## config.mk

```make
export PLATFORM = sky130hd
export DESIGN_NAME = led_chaser
export DESIGN_NICKNAME = d
export VERILOG_FILES = /design/src/rtl/led_pkg.sv /design/src/rtl/led_chaser_tick_div.sv /design/src/rtl/led_chaser.sv
export SDC_FILE = /design/constraint.sdc
export NUM_CORES = 1
export LEC_CHECK = 0
export ABC_AREA = 1
export CAP_MARGIN = 20
export CORE_ASPECT_RATIO = 0.5
export CORE_MARGIN = 3
export CORE_UTILIZATION = 45
export CTS_CLUSTER_DIAMETER = 50
export DETAILED_ROUTE_END_ITERATION = 8
export PLACE_DENSITY = 0.68
export SYNTH_ARGS = -nofsm -noshare
export SYNTH_HDL_FRONTEND = slang
export SYNTH_SLANG_ARGS = --single-unit
```

## constraint.sdc

```tcl
create_clock -name clk -period 4.4 [get_ports clk]
set_input_delay 0.44 -clock clk [delete_from_list [all_inputs] [get_ports clk]]
set_output_delay 0.44 -clock clk [all_outputs]
set_load 0.005 [all_outputs]
```

## src/rtl/led_pkg.sv

```systemverilog
// Shared encodings for the LED chaser: pattern modes and the BOUNCE/FILL state machines.
package led_pkg;

  typedef enum logic [1:0] {
    MODE_ROTL   = 2'd0,
    MODE_ROTR   = 2'd1,
    MODE_BOUNCE = 2'd2,
    MODE_FILL   = 2'd3
  } mode_e;

  typedef enum logic {
    DIR_UP   = 1'b0,
    DIR_DOWN = 1'b1
  } dir_e;

  typedef enum logic {
    PH_FILLING = 1'b0,
    PH_EMPTY   = 1'b1
  } phase_e;

endpackage

```

## src/rtl/led_chaser_tick_div.sv

```systemverilog
// Step-period divider: raises tick on every (period+1)-th enabled cycle.
// A clear restarts the count and suppresses that cycle's tick.
module tick_div #(
  parameter int unsigned CNT_W = 32
) (
  input  logic             clk,
  input  logic             rst,
  input  logic             en,
  input  logic             clr,
  input  logic [CNT_W-1:0] period,
  output logic             tick
);

  logic [CNT_W-1:0] r_count;
  logic             w_due;

  // >= compare lets a lowered period fire immediately and caps count at all-ones.
  assign w_due = (r_count >= period);
  assign tick  = en & ~clr & w_due;

  always_ff @(posedge clk) begin
    if (rst || clr) begin
      r_count <= '0;
    end else if (en) begin
      r_count <= w_due ? '0 : r_count + CNT_W'(1);
    end
  end

endmodule

```

## src/rtl/led_chaser.sv

```systemverilog
// LED chaser top: pattern register, per-mode stepping and the BOUNCE/FILL FSMs.
// A mode change reseeds the pattern on the following edge, even while disabled.
module led_chaser
  import led_pkg::*;
#(
  parameter int unsigned WIDTH = 16,
  parameter int unsigned CNT_W = 32
) (
  input  logic             clk,
  input  logic             rst,
  input  logic             en,
  input  logic [1:0]       mode,
  input  logic [CNT_W-1:0] period,
  output logic [WIDTH-1:0] led,
  output logic             step,
  output logic             wrap
);

  localparam logic [WIDTH-1:0] SEED = WIDTH'(1);
  localparam logic [WIDTH-1:0] ONES = '1;

  logic [1:0]       r_mode_q;
  dir_e             r_dir;
  phase_e           r_phase;
  logic [WIDTH-1:0] r_led;
  logic             r_step;
  logic             r_wrap;
  logic             w_reseed;
  logic             w_tick;

  assign w_reseed = (mode != r_mode_q);
  assign led      = r_led;
  assign step     = r_step;
  assign wrap     = r_wrap;

  tick_div #(.CNT_W(CNT_W)) u_tick_div (
    .clk    (clk),
    .rst    (rst),
    .en     (en),
    .clr    (w_reseed),
    .period (period),
    .tick   (w_tick)
  );

  always_ff @(posedge clk) begin
    r_mode_q <= mode;
    if (rst || w_reseed) begin
      r_led   <= SEED;
      r_dir   <= DIR_UP;
      r_phase <= PH_FILLING;
      r_step  <= 1'b0;
      r_wrap  <= 1'b0;
    end else begin
      r_step <= w_tick;
      r_wrap <= 1'b0;
      if (w_tick) begin
        case (mode_e'(r_mode_q))
          MODE_ROTL: begin
            r_led  <= {r_led[WIDTH-2:0], r_led[WIDTH-1]};
            r_wrap <= r_led[WIDTH-1];
          end
          MODE_ROTR: begin
            r_led  <= {r_led[0], r_led[WIDTH-1:1]};
            r_wrap <= r_led[0];
          end
          MODE_BOUNCE: begin
            // Direction flips on the step that lands on an end bit, so ends never dwell.
            if (r_dir == DIR_UP) begin
              r_led <= r_led << 1;
              if (r_led[WIDTH-2]) r_dir <= DIR_DOWN;
            end else begin
              r_led <= r_led >> 1;
              if (r_led[1]) begin
                r_dir  <= DIR_UP;
                r_wrap <= 1'b1;
              end
            end
          end
          MODE_FILL: begin
            if (r_phase == PH_FILLING) begin
              if (r_led == ONES) begin
                r_led   <= '0;
                r_phase <= PH_EMPTY;
                r_wrap  <= 1'b1;
              end else begin
                r_led <= {r_led[WIDTH-2:0], 1'b1};
              end
            end else begin
              r_led   <= SEED;
              r_phase <= PH_FILLING;
            end
          end
          default: r_led <= SEED;
        endcase
      end
    end
  end

endmodule

```

==> metrics, run 1 <==
synth-to-layout area growth=20.7%; initial antenna violation count=0; worst hold path class=reg2reg; Worst Setup Start Kind=input pin; first-pass GRT wire length=~14000 microns; syn_area_per_cell=a little under 7 sq um; clk root buf=clkbuf_16; Setup Fix Bufs, Post-CTS=0; Final period util=roughly 65%; row cnt=22; clk_skew=0.00411 ns; TritonCTS Sinks=between 50 and 60; Slew HR=between 50% and 60%; DR iter-0 viols=~230; Placed Instances=approximately 700; layout cell share with drive strength beyond 1=approximately 6%; Net Count, Synth=~600; total CTS buffers=5; filler instances=767; sequential cell area fraction in the yosys report=around 30%; Initial Util=between 40% and 50%; max frequency=roughly 0.35 GHz; post-synthesis cell area=about 3600 sq um; DP Wirelength=between 6000 and 7000 microns; core box area=between 7000 and 8000 sq um; clk_lat worst skew=0.29 ns; Tot Pwr=just under 1 mW; average vias per placed instance=between 4 and 5; ANT cells=0; I/O Buffers=54; Synth area leaders=dfxtp_1 30%, nand2_1 13%, ha_1 11%; Ys Warns=0; number of synthesized flops with an enable pin=0; vias in the first global route=approximately 3200; Tmin final=about 2.9 ns; Worst setup EP type=register; Yosys cell types=35; largest net degree at the start of global routing=32; Total GRT Usage=a little under a fifth; post-synth top area cell=dfxtp_1; Max clock buf depth=2; Final GP Congestion=between 0.8 and 0.9; Slew @ Worst Pin=0.692 ns; total gr overflow=0; clock slew at reported path FFs=~0.070 ns; Fin Setup TNS=0 ns; Cells after Synth=540; Synth async-reset ratio=0%; Die Span Y=slightly below 70 microns; Leak=1.81 nW; final cell count without fillers=699; Peak supply drop=130 uV; DR WL/cell=~11 microns; final WL=roughly 8000 microns; num ports=55; RSZ-0062 raised after global routing=no; DR pass1 iterations=4; power per cell area=roughly 220 nW/um^2; WS Path Type=in2reg; worst path arrival time=~3 ns; synth cell count leaders=125 x nand2_1, 89 x nor2_1, 77 x inv_1; most frequent cell after synthesis=nand2_1; Worst Path Required=between 4 and 5 ns; H-tree levels=2; drt drc=0; Die ar.=roughly 9300 sq um; Finish-stage setup viols=0; Vias=around 3400; post-cts resize count=0; Max Slew Vio Count=0; top_reg_cell synth=dfxtp_1; critical path fanouts, max=21; Nets=between 600 and 700; Fin. Hold Viols=0; outcome=completed; Post-CTS Hold Fix Bufs=0; CTS tree=built; share of the synthesized area in the top cell type=29.7%; antenna-violating nets left=0; die width=~130 microns; Max Cap Viol=0; flops & latches, synth=between 50 and 60
state kept, by name, indices dropped and copies added (netlist names):
register,count
u_tick_div.r_count,32
r_phase,1
wrap,1
led,16
r_mode_q,2
r_dir,1
step,1
area by class of cell:
cell class	instances	area (sq um)	share of cell area, %
well taps	108	135	3.07
multi-input cells	392	2170	49.3
flip-flops and latches	54	1080	24.6
repair buffers	57	563	12.8
inverters	82	313	7.11
clock buffers	6	139	3.16
critical path, stage by stage:
cell,delay (ns)
clkdlybuf4s50_1,0.45
inv_1,0.04
ha_1,0.28
nand2_1,0.06
inv_1,0.07
nand2_1,0.06
nor2_1,0.10
nor2_1,0.04
nand2_1,0.10
nand2_1,0.06
nand2_1,0.05
nand2_1,0.08
nand2_1,0.53
nand2_1,0.17
inv_2,0.29
nand2_1,0.11
a21oi_1,0.12
per-stage QoR:
step	hold WS [ns]	area (sq um)	util (%)	setup WS [ns]
4_1_cts	0.513	4400	57.9	1.54
6_report	0.513	4400	57.9	1.54
5_1_grt	0.554	4400	57.9	1.23
3_5_place_dp	0.498	4260	56.1	1.25
2_1_floorplan	0.464	3640	-	2.56
3_3_place_gp	0.494	4260	56.1	1.29
power by group:
part	total [mW]	switching (mW)	internal (mW)
Sequential	0.492	0.00192	0.490
Combinational	0.0963	0.0484	0.0479
Clock	0.392	0.172	0.221
cells by family after synthesis:
group	Yosys count	synth area share (%)
AND/OR/NAND/NOR	295	36.7
buffers and inverters	94	10.8
flip-flops	54	29.7
AO/OA/AOI/OAI	41	6.01
adder cells (fa/ha/maj)	33	11.3
XOR/XNOR	23	5.53
layout by cell type, fill, tap and decap left out, types with 3 or more instances in the layout:
cell,n
inv_2,4
nand2_2,4
nand2_1,125
nor2_4,4
nand4_1,22
a21oi_1,27
buf_4,3
nand3_1,18
xor2_1,17
nor3_2,3
nor2_2,5
clkbuf_16,5
o21ai_0,9
dfxtp_1,54
ha_1,33
inv_1,77
xnor2_1,6
nor2_1,89
nor3_1,15
clkdlybuf4s50_1,54
path summary, 6_finish.rpt:
path / startpoint / slack, ns / endpoint / cells after the start
worst max-delay path: period[7] / 1.54 / wrap$_SDFF_PP0_ / 17
worst min-delay path: u_tick_div.r_count[29]$_SDFFE_PP0P_ / 0.51 / u_tick_div.r_count[29]$_SDFFE_PP0P_ / 2
worst max register to register: u_tick_div.r_count[7]$_SDFFE_PP0P_ / 1.80 / wrap$_SDFF_PP0_ / 15
worst min register to register: u_tick_div.r_count[29]$_SDFFE_PP0P_ / 0.51 / u_tick_div.r_count[29]$_SDFFE_PP0P_ / 2
per-layer routing:
| metal | wire (microns) | up-vias | track usage (%) | part of all wire [%] |
|---|---|---|---|---|
| met5 | 0 | - | 0 | 0 |
| met4 | 59 | 0 | 3.88 | 0.74 |
| met3 | 335 | 7 | 3.91 | 4.2 |
| met2 | 3440 | 56 | 29.0 | 43 |
| met1 | 4160 | 1508 | 25.2 | 52 |
| li1 | - | 1810 | - | - |
No activity file was read; power rests on OpenSTA's default activity.
==> run 2, diff against run 1 <==
- clock period: 4.4 -> 2.85 ns (I/O delays scaled with it)
==> metrics, run 2 (synthesized netlist as in run 1, its figures left out) <==
Die Span Y=69.6 microns (unchanged); most common cell after layout, fill and taps aside=nand2_1; row cnt=22 (unchanged); Final GP Congestion=0.845 (+2.1%); layout cell share with drive strength beyond 1=6.55% (+0.46 points); num ports=55 (unchanged); clock slew at reported path FFs=0.07 ns (about the same); DR pass1 iterations=4 (unchanged); worst path arrival time=2.33 ns (-0.75 ns); Total GRT Usage=18.3% (+0.16 points); Worst Path Required=3.08 ns (-1.55 ns); post-cts resize count=0 (unchanged); antenna-violating nets left=0 (unchanged); power per cell area=360 nW/um^2 (+62%); fin util=58.6% (+0.72 points); Max clock buf depth=2 (unchanged); max frequency=0.477 GHz; clk_skew=0.00747 ns (+0.00336 ns); ANT cells=0 (unchanged); outcome=completed; CTS tree=built; Die ar.=9280 sq um (unchanged); P_sw=0.356 mW (+60%); Max Cap Viol=0 (unchanged); Vias=3389 (+0.24%); clk_lat worst skew=0.30 ns (about the same); Fin Setup TNS=0 ns (unchanged); internal power=1.25 mW (+65%); commonest cells after routing, fill and taps aside=125 x nand2_1, 89 x nor2_1, 77 x inv_1; sequential fraction of design power=47.3% (-2.9 points); Tmin final=~2.1 ns; RSZ-0062 raised after global routing=no; Clk pwr share=43.2% (+3.2 points); Worst setup EP type=register; Top reg by flops=u_tick_div.r_count; total gr overflow=0 (unchanged); Leak=1.84 nW (+1.4%); WS Path Type=in2reg; final WL=8080 microns (+1.0%); core box area=7600 sq um (unchanged); Finish-stage setup viols=0 (unchanged); Hold Crit Depth=1 (-1); I/O Buffers=54 (unchanged); switching share of power=22.2% (-0.47 points); Nets=664 (+0.30%); Peak supply drop=259 uV (+100%); DR iter-0 viols=145 (-37%); Slew @ Worst Pin=0.602 ns (-0.0897 ns); Worst Setup Start Kind=input pin; Setup Fix Bufs, Post-CTS=0 (unchanged); average vias per placed instance=4.82 (-0.33%); Max Slew Vio Count=0 (unchanged); Final Cell Area=4460 sq um (+1.3%); total CTS buffers=5 (unchanged); Fin Hold WS=0.481 ns (-0.0320 ns); TritonCTS Sinks=54 (unchanged); drt drc=0 (unchanged); Post-DP Area=4290 sq um (+0.65%); clk root buf=clkbuf_16; initial antenna violation count=0 (unchanged); Slew HR=59.8% (+6.1 points); Fin. Hold Viols=0 (unchanged); Post-CTS Hold Fix Bufs=0 (unchanged); synth-to-layout area growth=22.2%; die width=133 microns (unchanged); critical path fanouts, max=17 (-19%); combinational power share=9.5% (-0.3 points); largest net degree at the start of global routing=32 (unchanged); reg2reg path depth=11 (-4); worst hold path class=in2reg; Initial Util=48.0% (unchanged); DR WL/cell=11.5 microns (+0.45%); Largest register FFs=32 (unchanged); DP Wirelength=6120 microns (+0.34%); H-tree levels=2 (unchanged); first-pass GRT wire length=14400 microns (+1.1%); Final period util=about 74%; vias in the first global route=3253 (+0.49%)
==> run 2: worst max-delay path: stages <==
cell             delay [ns]
clkdlybuf4s50_1        0.45
inv_1                  0.04
ha_1                   0.28
nand2_1                0.07
nor2_1                 0.14
nand4_1                0.18
nor2_1                 0.13
nand2_1                0.08
nand2_1                0.11
nand2_1                0.09
inv_2                  0.24
nand2_1                0.11
a21oi_1                0.12
==> run 2: area by class of cell <==
cell class                 count  area, sq um
inverter                      82          313
clock inverter                 2         37.5
clock buffer                   6          129
timing repair buffer          59          591
sequential                    54         1080
multi-input combinational    392         2170
fill                         785         3140
tap                          108          135
==> run 2: routing by layer <==
| layer | part of all wire (%) | up-vias | global-route usage [%] |
|---|---|---|---|
| met5 | 0 | - | 0 |
| met4 | 0.63 | 0 | 3.08 |
| met3 | 4.8 | 6 | 4.78 |
| met2 | 42 | 65 | 28.8 |
| met1 | 52 | 1503 | 25.6 |
| li1 | - | 1815 | - |
==> run 2: path summary, 6_finish.rpt <==
check                                        endpoint  slack [ns]                                start
setup reg to reg  u_tick_div.r_count[13]$_SDFFE_PP0P_        0.84  u_tick_div.r_count[15]$_SDFFE_PP0P_
hold reg to reg    u_tick_div.r_count[0]$_SDFFE_PP0P_        0.51   u_tick_div.r_count[0]$_SDFFE_PP0P_
hold / removal                    r_mode_q[1]$_DFF_P_        0.48                              mode[1]
setup / recovery                      wrap$_SDFF_PP0_        0.75                           period[23]
==> run 2: metrics by stage <==
| step | instances | worst slack, ns | total power, mW |
|---|---|---|---|
| after floorplan | 540 | 1.13 | 0.858 |
| after global placement | 695 | 0.497 | 0.927 |
| after detailed placement | 695 | 0.442 | 0.930 |
| after CTS | 703 | 0.744 | 1.62 |
| after global routing | 703 | 0.507 | 1.66 |
| final | 703 | 0.752 | 1.60 |
==> run 2: power groups by stage <==
| stage | combinational (mW) | clock (mW) | sequential [mW] |
|---|---|---|---|
| after detailed placement | 0.153 | 0 | 0.777 |
| after global routing | 0.173 | 0.723 | 0.760 |
| after floorplan | 0.0819 | 0 | 0.776 |
| after global placement | 0.151 | 0 | 0.777 |
| final | 0.152 | 0.693 | 0.759 |
| after CTS | 0.153 | 0.703 | 0.759 |
==> run 3, diff against run 2 <==
- PLACE_DENSITY: 0.68 -> 0.71
- clock period: 2.85 -> 1.9 ns (I/O delays scaled with it)
==> metrics, run 3 (synthesized netlist as in run 1, its figures left out) <==
outcome=finished, violations left; failing checks=setup timing; Die Span Y=69.6 microns (unchanged); sequential fraction of design power=47.4% (about the same); Slew @ Worst Pin=0.599 ns (-0.00379 ns); Die ar.=9280 sq um (unchanged); Max Slew Vio Count=0 (unchanged); Max Cap Viol=0 (unchanged); power per cell area=437 nW/um^2 (+21%); Max clock buf depth=2 (unchanged); Worst setup EP type=register; Tot Pwr=2.40 mW (+49%); Nets=712 (+7.2%); Largest register FFs=32 (unchanged); clk_lat worst skew=0.30 ns (about the same); DR iter-0 viols=307 (+110%); final WL=10100 microns (+25%); Worst Path Required=2.13 ns (-0.95 ns); clk root buf=clkbuf_16; ANT cells=0 (unchanged); Peak supply drop=342 uV (+32%); Post-DP Area=4600 sq um (+7.3%); critical path fanouts, max=8 (-9); Final period util=102%; fin util=72.2% (+14 points); WS Path Type=in2reg; total CTS buffers=5 (unchanged); TritonCTS Sinks=54 (unchanged); Place WS=-0.398 ns (-0.839 ns); most common cell after layout, fill and taps aside=nand2_1; Placed Instances=735 (+5.8%); DR WL/cell=13.4 microns (+17%); worst hold path class=in2reg; first-pass GRT wire length=14200 microns (-0.86%); RSZ-0062 raised after global routing=yes; I/O Buffers=54 (unchanged); row cnt=22 (unchanged); Vias=3776 (+11%); Top reg by flops=u_tick_div.r_count; Initial Util=48.0% (unchanged); CP dominant cell by count=nand2_4; core box area=7600 sq um (unchanged); slowest stage cell on the critical path=clkdlybuf4s50_1; clock slew at reported path FFs=0.07 ns (about the same); synth-to-layout area growth=50.5%; vias in the first global route=3191 (-1.9%); final cell count without fillers=751 (+6.8%); Clk pwr share=39.4% (-3.8 points); Max stage delay on crit path=0.45 ns (about the same); num ports=55 (unchanged); Final Cell Area=5490 sq um (+23%); Finish-stage setup viols=2 (+2); initial antenna violation count=0 (unchanged); combinational power share=13.2% (+3.7 points); Final GP Congestion=0.902 (+6.7%); Fin Setup TNS=-0.0379 ns (-0.0379 ns); H-tree levels=2 (unchanged); max frequency=between 0.5 and 0.6 GHz; Top delay family on crit path=buffers and inverters; drt drc=0 (unchanged); CTS tree=built; antenna-violating nets left=0 (unchanged); Slew HR=60.1% (+0.25 points); average vias per placed instance=5.03 (+4.3%); Tmin final=roughly 1.9 ns; total gr overflow=0 (unchanged); worst path arrival time=2.16 ns (-0.17 ns); Fin. Hold Viols=0 (unchanged); layout cell share with drive strength beyond 1=30.0% (+23 points); clk_skew=0.00607 ns (-0.00140 ns); P_sw=0.583 mW (+64%); Post-CTS Hold Fix Bufs=0 (unchanged); largest net degree at the start of global routing=21 (-34%); final worst slack=-0.0332 ns (-0.785 ns); cell chain of the critical path=clkdlybuf4s50_1, inv_1, ha_4, a21oi_2, o21ai_1, nor2_1, nand2_1, a21oi_4, nand2_4, nand2_4, nand2_8, buf_12, nor3_4; DP Wirelength=6420 microns (+4.9%); die width=133 microns (unchanged); worst path bufs/invs=3 (unchanged); commonest cells after routing, fill and taps aside=114 x nand2_1, 64 x nor2_1, 61 x inv_1; Fin Hold WS=0.388 ns (-0.0935 ns); DR pass1 iterations=5 (+1); internal power=1.81 mW (+45%); Total GRT Usage=18.5% (+0.16 points); Leak=2.30 nW (+25%); switching share of power=24.3% (+2.1 points); Worst Setup Start Kind=input pin
[run 3: power by group through the flow]
stage	logic, mW	registers (mW)	clock network, mW
finish	0.316	1.14	0.944
global route	0.347	1.14	1.01
CTS	0.245	1.14	0.959
detailed placement	0.239	1.16	0
global placement	0.235	1.16	0
floorplan	0.123	1.16	0
[run 3: path summary, 6_finish.rpt]
| kind | cells past startpoint | start | slack (ns) | to |
|---|---|---|---|---|
| setup reg to reg | 11 | u_tick_div.r_count[29]$_SDFFE_PP0P_ | -0.01 | u_tick_div.r_count[13]$_SDFFE_PP0P_ |
| hold / removal | 1 | mode[1] | 0.39 | r_mode_q[1]$_DFF_P_ |
| hold reg to reg | 2 | led[6]$_SDFFE_PP0P_ | 0.53 | led[6]$_SDFFE_PP0P_ |
| setup / recovery | 13 | period[29] | -0.03 | u_tick_div.r_count[13]$_SDFFE_PP0P_ |
[run 3: final cells by class]
class                           count  area [sq um]
Fill cell                         598          2110
Tap cell                          108           135
Timing Repair Buffer              107          1090
Multi-Input combinational cell    392          2700
Clock inverter                      1          5.00
Sequential cell                    54          1100
Clock buffer                        7           143
Inverter                           82           318
[run 3: per-layer routing]
| metal | global-route usage, % | wire length [microns] |
|---|---|---|
| met4 | 5.82 | 165 |
| met5 | 0 | 0 |
| met1 | 26.2 | 4750 |
| met2 | 27.4 | 4620 |
| met3 | 4.57 | 550 |
[run 3: worst register-to-register path, stage by stage (launching register included)]
cell     delay, ns
dfxtp_4       0.37
ha_4          0.24
a21oi_2       0.13
o21ai_1       0.10
nor2_1        0.13
nand2_1       0.11
a21oi_4       0.16
nand2_4       0.11
nand2_4       0.11
nand2_8       0.08
buf_12        0.17
nor3_4        0.15
[run 3: repair_timing]
action / 4_1_cts / 5_1_grt
pin swaps: 1 / 74
endpoints found under the setup margin: 48 / 50
gates resized for setup: 15 / 135
cloned: 0 / 3
setup buffers: 0 / 5
